$ cat config.mk
export PLATFORM = sky130hd
export DESIGN_NAME = mem_writeback
export DESIGN_NICKNAME = d
export VERILOG_FILES = /design/src/rtl/mem_writeback.sv
export SDC_FILE = /design/constraint.sdc
export NUM_CORES = 1
export LEC_CHECK = 0
export CAP_MARGIN = 0
export CORE_MARGIN = 5
export CORE_UTILIZATION = 45
export CTS_BUF_LIST = sky130_fd_sc_hd__clkbuf_8
export DETAILED_ROUTE_END_ITERATION = 8
export DONT_BUFFER_PORTS = 1
export GPL_TIMING_DRIVEN = 0
export HOLD_SLACK_MARGIN = 0.1
export SLEW_MARGIN = 40
export SYNTH_ARGS = -nofsm -noshare
export SYNTH_HDL_FRONTEND = slang
export SYNTH_SLANG_ARGS = --single-unit
$ cat constraint.sdc
create_clock -name clk -period 2.5 [get_ports clk]
set_input_delay 0.5 -clock clk [delete_from_list [all_inputs] [get_ports clk]]
set_output_delay 0.5 -clock clk [all_outputs]
set_load 0.01 [all_outputs]
$ cat src/rtl/mem_writeback.sv
// Memory/writeback stage: one instruction slot, data-memory req/ready + rvalid access,
// load alignment/extension, register-file write and forwarding. Optional macro: MISALIGN_TRAP_EN.
module mem_writeback #(
  parameter int ADDR_W = 32
) (
  input  logic              clk,
  input  logic              rst_n,
  input  logic              ex_valid,
  output logic              ex_ready,
  input  logic [31:0]       ex_result,
  input  logic [31:0]       ex_store_data,
  input  logic [2:0]        ex_funct3,
  input  logic              ex_is_load,
  input  logic              ex_is_store,
  input  logic [4:0]        ex_rd,
  input  logic              ex_reg_we,
  output logic              dmem_req,
  input  logic              dmem_ready,
  output logic              dmem_we,
  output logic [ADDR_W-1:0] dmem_addr,
  output logic [3:0]        dmem_wmask,
  output logic [31:0]       dmem_wdata,
  input  logic              dmem_rvalid,
  input  logic [31:0]       dmem_rdata,
  output logic              rf_we,
  output logic [4:0]        rf_wa,
  output logic [31:0]       rf_wd,
  output logic              fwd_reg_we,
  output logic [4:0]        fwd_rd,
  output logic [31:0]       fwd_data,
  output logic              misalign_err
);

  typedef enum logic [1:0] {IDLE, REQ, RESP} state_t;

  state_t            state_q;
  logic              slot_q;
  logic              is_load_q;
  logic              wr_q;
  logic              err_q;
  logic [4:0]        rd_q;
  logic [2:0]        funct3_q;
  logic [31:0]       result_q;
  logic              req_q;
  logic              we_q;
  logic [ADDR_W-1:0] addr_q;
  logic [3:0]        wmask_q;
  logic [31:0]       wdata_q;

  logic        complete;
  logic        accept;
  logic        size_byte;
  logic        size_half;
  logic        misaligned;
  logic        trap_d;
  logic        mem_op_d;
  logic [3:0]  lane_mask;
  logic [31:0] lane_wdata;
  logic [7:0]  ld_byte;
  logic [15:0] ld_half;
  logic [31:0] ld_word;
  logic [31:0] wb_data;

  // Access size from funct3[1:0]: 00 byte, 01 half, anything else (incl. undefined codes) word.
  assign size_byte  = (ex_funct3[1:0] == 2'b00);
  assign size_half  = (ex_funct3[1:0] == 2'b01);
  assign misaligned = (size_half && ex_result[0]) ||
                      (!size_byte && !size_half && (ex_result[1:0] != 2'b00));

`ifdef MISALIGN_TRAP_EN
  assign trap_d = (ex_is_load || ex_is_store) && misaligned;
`else
  assign trap_d = 1'b0;
`endif

  assign mem_op_d = (ex_is_load || ex_is_store) && !trap_d;

  genvar gi;
  generate
    for (gi = 0; gi < 4; gi++) begin : g_lane
      assign lane_mask[gi] = size_byte ? (ex_result[1:0] == gi[1:0]) :
                             size_half ? (ex_result[1] == gi[1]) : 1'b1;
    end
  endgenerate

  always_comb begin
    lane_wdata = ex_store_data;
    if (size_byte)      lane_wdata = {4{ex_store_data[7:0]}};
    else if (size_half) lane_wdata = {2{ex_store_data[15:0]}};
  end

  always_comb begin
    ld_byte = dmem_rdata[7:0];
    case (result_q[1:0])
      2'd1:    ld_byte = dmem_rdata[15:8];
      2'd2:    ld_byte = dmem_rdata[23:16];
      2'd3:    ld_byte = dmem_rdata[31:24];
      default: ld_byte = dmem_rdata[7:0];
    endcase
    ld_half = result_q[1] ? dmem_rdata[31:16] : dmem_rdata[15:0];
    case (funct3_q[1:0])
      2'b00:   ld_word = {{24{ld_byte[7] & ~funct3_q[2]}}, ld_byte};
      2'b01:   ld_word = {{16{ld_half[15] & ~funct3_q[2]}}, ld_half};
      default: ld_word = dmem_rdata;
    endcase
  end

  // A store completes when its request is accepted; a load only when its response arrives.
  assign complete = slot_q && ((state_q == IDLE) ||
                               (state_q == REQ && dmem_ready && !is_load_q) ||
                               (state_q == RESP && dmem_rvalid));
  assign ex_ready = !slot_q || complete;
  assign accept   = ex_valid && ex_ready;

  assign wb_data      = (state_q == RESP) ? ld_word : result_q;
  assign rf_we        = complete && wr_q;
  assign rf_wa        = rf_we ? rd_q : 5'd0;
  assign rf_wd        = rf_we ? wb_data : 32'd0;
  assign fwd_reg_we   = rf_we;
  assign fwd_rd       = rf_wa;
  assign fwd_data     = rf_wd;
  assign misalign_err = slot_q && (state_q == IDLE) && err_q;

  assign dmem_req   = req_q;
  assign dmem_we    = we_q;
  assign dmem_addr  = addr_q;
  assign dmem_wmask = wmask_q;
  assign dmem_wdata = wdata_q;

  always_ff @(posedge clk or negedge rst_n) begin
    if (!rst_n) begin
      state_q   <= IDLE;
      slot_q    <= 1'b0;
      is_load_q <= 1'b0;
      wr_q      <= 1'b0;
      err_q     <= 1'b0;
      rd_q      <= 5'd0;
      funct3_q  <= 3'd0;
      result_q  <= 32'd0;
      req_q     <= 1'b0;
      we_q      <= 1'b0;
      addr_q    <= '0;
      wmask_q   <= 4'd0;
      wdata_q   <= 32'd0;
    end else begin
      case (state_q)
        REQ: begin
          if (dmem_ready) begin
            req_q   <= 1'b0;
            we_q    <= 1'b0;
            addr_q  <= '0;
            wmask_q <= 4'd0;
            wdata_q <= 32'd0;
            state_q <= is_load_q ? RESP : IDLE;
          end
        end
        RESP: begin
          if (dmem_rvalid) state_q <= IDLE;
        end
        default: state_q <= IDLE;
      endcase

      if (complete) begin
        slot_q <= 1'b0;
        err_q  <= 1'b0;
      end

      // A new capture overrides the retirement above when both happen on one edge.
      if (accept) begin
        slot_q    <= 1'b1;
        is_load_q <= ex_is_load && !trap_d;
        wr_q      <= ex_reg_we && (ex_rd != 5'd0) && !ex_is_store && !trap_d;
        err_q     <= trap_d;
        rd_q      <= ex_rd;
        funct3_q  <= ex_funct3;
        result_q  <= ex_result;
        if (mem_op_d) begin
          state_q <= REQ;
          req_q   <= 1'b1;
          we_q    <= ex_is_store;
          addr_q  <= {ex_result[ADDR_W-1:2], 2'b00};
          wmask_q <= ex_is_store ? lane_mask : 4'd0;
          wdata_q <= ex_is_store ? lane_wdata : 32'd0;
        end
      end
    end
  end

endmodule

After elaboration in Yosys (flattened, before gate mapping) --
Cells that the tools add are included.
Storage, ports and cells: flip-flop bits (word level) 116, bits of input ports 112, word-level logic and storage cells 95
Operators by class: equal/unequal tests 10, multiplexer cells 45, bitwise gates (word level) 4, reductions and logical operators 23
Operators with widths (count):
- 32-bit 2-to-1 mux | 13
- 32-bit case mux with 2 select lines | 1
- 8-bit case mux with 3 select lines | 1
- 4-bit 2-to-1 mux | 5
- 1-bit 2-to-1 mux | 17
- 16-bit 2-to-1 mux | 1
- 2-bit by 1-bit == test with 1-bit output, second input constant | 5
- 2-bit == test, second input constant | 5
- 1-bit logical AND | 10
- 2-bit 2-to-1 mux | 5
- 2-bit zero test | 4
- 5-bit 2-to-1 mux | 1
- 5-bit nonzero test | 1
- 1-bit logical OR | 4
- 2-bit case mux with 2 select lines | 1
- 1-bit zero test | 3
- 1-bit bitwise AND | 2
- 1-bit NOT | 2
- 2-bit nonzero test | 1

Depth between registers and ports, before layout --
Gate-level depths: netlist of run 1.
word-level depth 9, gate-level depth with buffers 10, gate-level depth less buffers 8

Worst setup path after synthesis of run 1 --
Ideal clock, no wire load.
path kind reg-to-output, from register state_q[1], to output rf_wd[21], arrival 2080 ps, required time 2000 ps, setup slack -80 ps, stages on the path, launching flop included 11, cells stage by stage dfrtp_1 -> inv_1 -> ha_1 -> and3b_1 -> or2_2 -> nand3_1 -> inv_1 -> clkbuf_1 -> o21ai_0 -> a31oi_1 -> buf_4
On the way: longest elaborated chain between the ends 8
Ends and longest elaborated chain:
- start, declared | line 36 | state_t state_q;
- start signal, assigned | line 154 | state_q <= is_load_q ? RESP : IDLE;
- 2-bit by 1-bit == test with 1-bit output | line 110 | (state_q == REQ && dmem_ready && !is_load_q) ||
- 1-bit logical AND (2 in a row) | line 110
- 1-bit logical OR | line 109 | assign complete = slot_q && ((state_q == IDLE) ||
- 1-bit logical OR | line 110
- 1-bit logical AND | line 109
- 1-bit logical AND | line 116 | assign rf_we = complete && wr_q;
- 32-bit 2-to-1 mux (*) | line 118 | assign rf_wd = rf_we ? wb_data : 32'd0;
- end, declared | line 27 | output logic [31:0] rf_wd,
Every way passes the cells marked *; elsewhere a longest branch is shown, timed or not.

Final worst setup path of run 1 --
from register state_q[1], to output rf_wd[5]
Same word-level chain as after synthesis.

==> metrics, run 1 <==
number of vias per cell 5.81; synth-to-layout area growth 28.5%; unrepaired setup endpoints after global routing true; syn avg cell area 8.65 um^2; starting density of the core 0.459; Mapped Nets 818; worst min path class in -> async; Synth top area share 0.473; Slew HR 0.505; Die Ht 126 um; Sw Ratio 0.329; final setup TNS -10620 ps; Final Hold Fails 115; CTS Sinks 115; Reg2Reg Setup Slack 130 ps; crit-path cells inv_2 > ha_4 > and3b_2 > or2_4 > nand3_4 > inv_8 > buf_8 > o221ai_2 > a21oi_2 > buf_4; Routed Antenna Nets 0; most frequent cells after synthesis nand2_1 (222), dfrtp_1 (115), o21ai_0 (70); CTS max path bufs 2; R2R cell count 9; fill count 1190; CP Launch Type register; CTS Root Cell clkbuf_8; post-synthesis async set-or-reset flop share 1.00; GRT Total Usage 0.260; ant diodes 0; crit path kind reg -> out; drt first pass iters 5; Fmax 359 MHz; pwr dens 673 nW/um^2; Final Setup Violations 72; Psw 1.73 mW; Crit Path Max Fanout 8; FF-to-FF Start state_q[0]$_DFF_PN0_; #FFs+latches synth 115; sequential share of the synthesized area 0.473; gr ovfl total 0; CTS buffer count 17; cell taking the most area after synthesis dfrtp_1; Fin Clk Skew 8.70 ps; CTS H-tree lvls 4; count leader, synth nand2_1; Die W 126 um; Lkg Pwr 3.40 nW; max-slew violation count 0; initial antenna violation count 0; gpl congestion 0.934; R2R Path End dmem_wdata[12]$_DFF_PN0_; clock slew at reported path FFs 70 ps; WP buf/inv 4; CTS tree yes; crit-path max cell delay 440 ps; distinct cell type count of the synthesized netlist 43; post-layout minimum cycle time 2790 ps; routed vias 5380; Nets 853; Design Power 5.26 mW; post-synthesis cell count 703; VDD IR-drop max 401 uV; measured slew at the worst slew-check pin 742 ps; routed wire length 21100 um; vias in the first global route 5723; slowest CP cell dfrtp_2; Clock Power Share 0.314; first-pass GRT wire length 32400 um; CP Capture Type output port; largest net degree at the start of global routing 116; die footprint 15900 um^2; sequential share of power 0.463; top cells by area, synth dfrtp_1 (47%), nand2_1 (14%), o21ai_0 (5.8%); outcome finished with violations; latest clock arrival within the worst-skew pair 430 ps; mapped cell area 6080 um^2; routed wire length per instance 22.8 um; number of synthesized flops with an enable pin 0; HPWL Detailed 15600 um; WP data arrival 2290 ps; final worst slack -289 ps; share of cells above drive strength 1 0.273; ys flop type dfrtp_1; DR iter-0 viols 448; max cap viols 0; I/O pins 260; internal power 3.53 mW; core area 13200 um^2; CP delay by family, top buffers and inverters; Req. time, crit path 2000 ps; hold slack -235 ps; PortBufs 0; part of the power in combinational logic 0.224; Final Cycle Share 1.12; Ys Warns 0; number of remaining DRC errors 0; # rows 42; failing checks negative hold slack, negative setup slack
==> worst max-delay path by stage <==
stage                         startpoint   endpoint  slack [ps]  cells past startpoint
floorplan           state_q[1]$_DFF_PN0_   rf_wa[0]          -6                      9
global placement    state_q[0]$_DFF_PN0_  rf_wd[30]        -630                     10
detailed placement  state_q[0]$_DFF_PN0_  rf_wd[30]        -690                     10
CTS                 state_q[0]$_DFF_PN0_   rf_wd[4]        -340                     11
global route        state_q[1]$_DFF_PN0_   rf_wd[5]        -370                     10
finish              state_q[1]$_DFF_PN0_   rf_wd[5]        -290                     10
==> placed cells by master (no fill, tap or decap), types with 5 or more instances in the layout <==
cell type / Yosys / layout
clkbuf_1: 38 / 22
buf_6: 0 / 25
nor2b_1: 8 / 6
a21oi_1: 27 / 17
o31ai_1: 6 / 5
a31oi_4: 0 / 16
mux2_2: 7 / 7
dfrtp_1: 115 / 112
a22o_1: 17 / 17
buf_4: 42 / 35
clkbuf_8: 0 / 21
nand3_1: 8 / 7
o21a_4: 0 / 5
a21oi_4: 0 / 8
o2bb2ai_1: 20 / 20
o21ai_0: 70 / 50
o21ai_4: 0 / 10
nand2_1: 222 / 220
o21ai_2: 0 / 9
nor2_1: 12 / 9
and2_4: 0 / 5
inv_1: 11 / 11
mux2i_1: 26 / 26
==> registers in the layout, summed over array words and instances, names as in the netlist <==
name	count
dmem_addr	32
dmem_req	1
dmem_wdata	32
dmem_we	1
dmem_wmask	4
funct3_q	3
is_load_q	1
rd_q	5
result_q	32
slot_q	1
state_q	2
wr_q	1
==> routing by layer <==
| metal | up-vias | wire length (um) | track usage |
|---|---|---|---|
| met4 | 0 | 444 | 0.0839 |
| li1 | 2436 | - | - |
| met1 | 2617 | 7790 | 0.293 |
| met3 | 43 | 2210 | 0.110 |
| met5 | - | 0 | 0 |
| met2 | 284 | 10700 | 0.446 |
==> cells by family (layout without fill, tap and decap cells) <==
kind of cell | after synthesis | in the layout | synth area share
other cells | 1 | 1 | 0.000617
flops | 115 | 115 | 0.473
fa+ha+maj | 3 | 3 | 0.00617
simple gates | 270 | 270 | 0.180
buf+inv | 99 | 146 | 0.0878
compound gates | 181 | 181 | 0.193
mux | 34 | 34 | 0.0595
==> cell type report <==
type / instances / area [um^2] / area share
buffer: 86 / 681 / 0.0871
clock buffer: 19 / 262 / 0.0335
clock inverter: 12 / 118 / 0.0151
inverter: 11 / 48.8 / 0.00625
multi-input combinational: 489 / 3400 / 0.436
sequential: 115 / 2880 / 0.369
tap: 176 / 220 / 0.0282
timing repair buffer: 18 / 199 / 0.0255
==> timing repair <==
item / CTS / global route
buffers inserted: 15 / 2
endpoints found under the hold margin: 115 / 115
resized for setup: 159 / 68
endpoints found under the setup margin: 77 / 79
pin swaps: 10 / 13
cloned: 2 / 1
==> power by group through the flow <==
| stage | registers, mW | clock network (mW) | logic (mW) |
|---|---|---|---|
| 3_3_place_gp | 2.43 | 0 | 0.861 |
| 6_report | 2.43 | 1.65 | 1.18 |
| 3_5_place_dp | 2.43 | 0 | 0.890 |
| 5_1_grt | 2.46 | 1.79 | 1.28 |
| 4_1_cts | 2.42 | 1.69 | 1.09 |
| 2_1_floorplan | 2.36 | 0 | 0.692 |
==> through the flow <==
stage	instances	instance area [um^2]	util	hold WS, ps	setup slack [ps]
floorplan	703	6080	-	204	-6.35
global placement	879	6300	0.476	207	-631
detailed placement	879	6310	0.476	208	-692
CTS	924	7520	0.568	-268	-345
global route	926	7810	0.590	-276	-371
finish	926	7810	0.590	-235	-289
(Power assumes the default switching activity.)
==> run 2, diff against run 1 <==
- CTS_BUF_LIST: sky130_fd_sc_hd__clkbuf_8 -> sky130_fd_sc_hd__clkbuf_2 sky130_fd_sc_hd__clkbuf_4 sky130_fd_sc_hd__clkbuf_8
- RECOVER_POWER: unset -> 25
- clock period: 2.5 -> 2.9 ns (I/O delays scaled with it)
==> run 2 against run 1 <==
Against the previous run:
- the run ends with negative hold slack left
- via count barely moved
- non-clock buffer count unchanged
- sequential cell count stayed put
- routed wire length decreased by 1.6%
- setup slack gained 310 ps
- sequential share of layout area grew 1.3 points
- cell count unchanged
- die area is the same
- combinational power is 18% lower
- core utilization fell by 2.0 points
- register-to-register slack gained 120 ps
- largest cell class unchanged
==> metrics, run 2 (synthesis gave the netlist of run 1 again) <==
Final Cycle Share 0.993; FF-to-FF Start state_q[1]$_DFF_PN0_; Fmax 347 MHz; Final Hold Fails 115; max-slew violation count 0; failing checks negative hold slack; HPWL Detailed 15500 um; Crit Path Max Fanout 8; CTS Sinks 115; Critical Path Start result_q[0]$_DFFE_PN0P_; core area 13200 um^2; Sw Ratio 0.320; gr ovfl total 0; Design Power 4.51 mW; initial antenna violation count 0; Req. time, crit path 2320 ps; unrepaired setup endpoints after global routing true; WP data arrival 2300 ps; Lkg Pwr 3.37 nW; clock slew at reported path FFs 70 ps; synth-to-layout area growth 24.1%; PortBufs 0; starting density of the core 0.459; GRT Total Usage 0.254; internal power 3.07 mW; routed vias 5381; CTS tree yes; I/O pins 260; part of the power in combinational logic 0.213; worst min path class in -> async; latest clock arrival within the worst-skew pair 420 ps; CTS Root Cell clkbuf_8; Slew HR 0.491; hold slack -150 ps; gpl congestion 0.904; number of vias per cell 5.81; CTS buffer count 17; CP Capture Type output port; Die W 126 um; Routed Antenna Nets 0; Nets 853; outcome finished with violations; largest net degree at the start of global routing 116; CP Launch Type register; pwr dens 598 nW/um^2; measured slew at the worst slew-check pin 763 ps; CTS max path bufs 2; max cap viols 0; post-route cell area 7550 um^2; sequential share of power 0.462; Psw 1.45 mW; routed wire length 20800 um; Clock Power Share 0.325; drt first pass iters 5; Fin Clk Skew 11.5 ps; number of remaining DRC errors 0; vias in the first global route 5540; Final Setup Violations 0; die footprint 15900 um^2; commonest non-fill, non-tap cell in the layout nand2_1; commonest cells after routing, fill and taps aside nand2_1 (221), dfrtp_1 (114), o21ai_0 (52); crit path kind reg -> out; ant diodes 0; DR iter-0 viols 376; share of cells above drive strength 1 0.257; first-pass GRT wire length 31600 um; dpl cell area 6300 um^2; Die Ht 126 um; CTS H-tree lvls 4; routed wire length per instance 22.4 um; # rows 42; fill count 1205; VDD IR-drop max 290 uV; fin util 0.570; post-layout minimum cycle time 2880 ps
-- run 2: changes by cell type in the layout (fill, tap and decap cells not counted), sizes merged --
cell,before,now
buf,72,68
clkbuf,51,58
clkinv,4,6
clkinvlp,3,1
inv,14,11
-- run 2: layer usage --
metal	vias to the layer above	GRT usage	part of all wire
li1	2435	-	-
met1	2621	0.290	0.37
met2	286	0.440	0.51
met3	39	0.0919	0.092
met4	0	0.0864	0.023
met5	-	0	0
-- run 2: what timing repair did --
item,in CTS,in global routing
pin swaps,7,6
gates cloned,3,0
gates resized for setup,118,61
setup buffers,12,4
setup endpoints to repair,76,36
hold endpoints to repair,115,115
-- run 2: stage by stage --
stage,std cells,worst slack [ps],TNS (ps),hold WS (ps)
floorplan,703,240,0,284
global placement,879,-318,-9070,287
detailed placement,879,-427,-14340,287
CTS,922,-21.2,-32.7,-185
global route,926,-83.0,-1470,-193
finish,926,19.0,0,-150
-- run 2: critical path: stages, from the launching register on --
cell and delay, ps:
dfrtp_2 460, mux2i_1 130, a22o_1 280, or3_4 430, a311oi_4 380, buf_4 190
-- run 2: worst paths after layout --
| kind | slack, ps | cells past startpoint | endpoint |
|---|---|---|---|
| min in group clk | 260 | 2 | result_q[24]$_DFFE_PN0P_ |
| max in group asynchronous | 2880 | 0 | result_q[0]$_DFFE_PN0P_ |
| setup reg to reg | 250 | 11 | dmem_wdata[8]$_DFF_PN0_ |
| hold / removal | -150 | 0 | dmem_wdata[12]$_DFF_PN0_ |
| hold reg to reg | 470 | 2 | result_q[10]$_DFFE_PN0P_ |
| setup / recovery | 20 | 5 | rf_wd[15] |
-- run 2: power by group through the flow --
stage | clock network, mW | registers, mW | logic (mW)
after floorplan | 0 | 2.03 | 0.596
after global placement | 0 | 2.09 | 0.742
after detailed placement | 0 | 2.09 | 0.763
after CTS | 1.50 | 2.08 | 0.897
after global routing | 1.57 | 2.11 | 1.05
final | 1.47 | 2.09 | 0.962
-- run 2: layout make-up --
cell class / instances / area [um^2] / share of cell area
clock inverter: 9 / 105 / 0.0139
multi-input combinational: 489 / 3200 / 0.424
buffer: 86 / 624 / 0.0827
inverter: 11 / 48.8 / 0.00647
tap: 176 / 220 / 0.0292
clock buffer: 22 / 290 / 0.0385
sequential: 115 / 2880 / 0.381
timing repair buffer: 18 / 176 / 0.0234
==> run 3, diff against run 2 <==
- CTS_CLUSTER_SIZE: unset -> 12
==> results of run 3 <==
The final DEF is identical to that of run 2; final timing and power are the same.
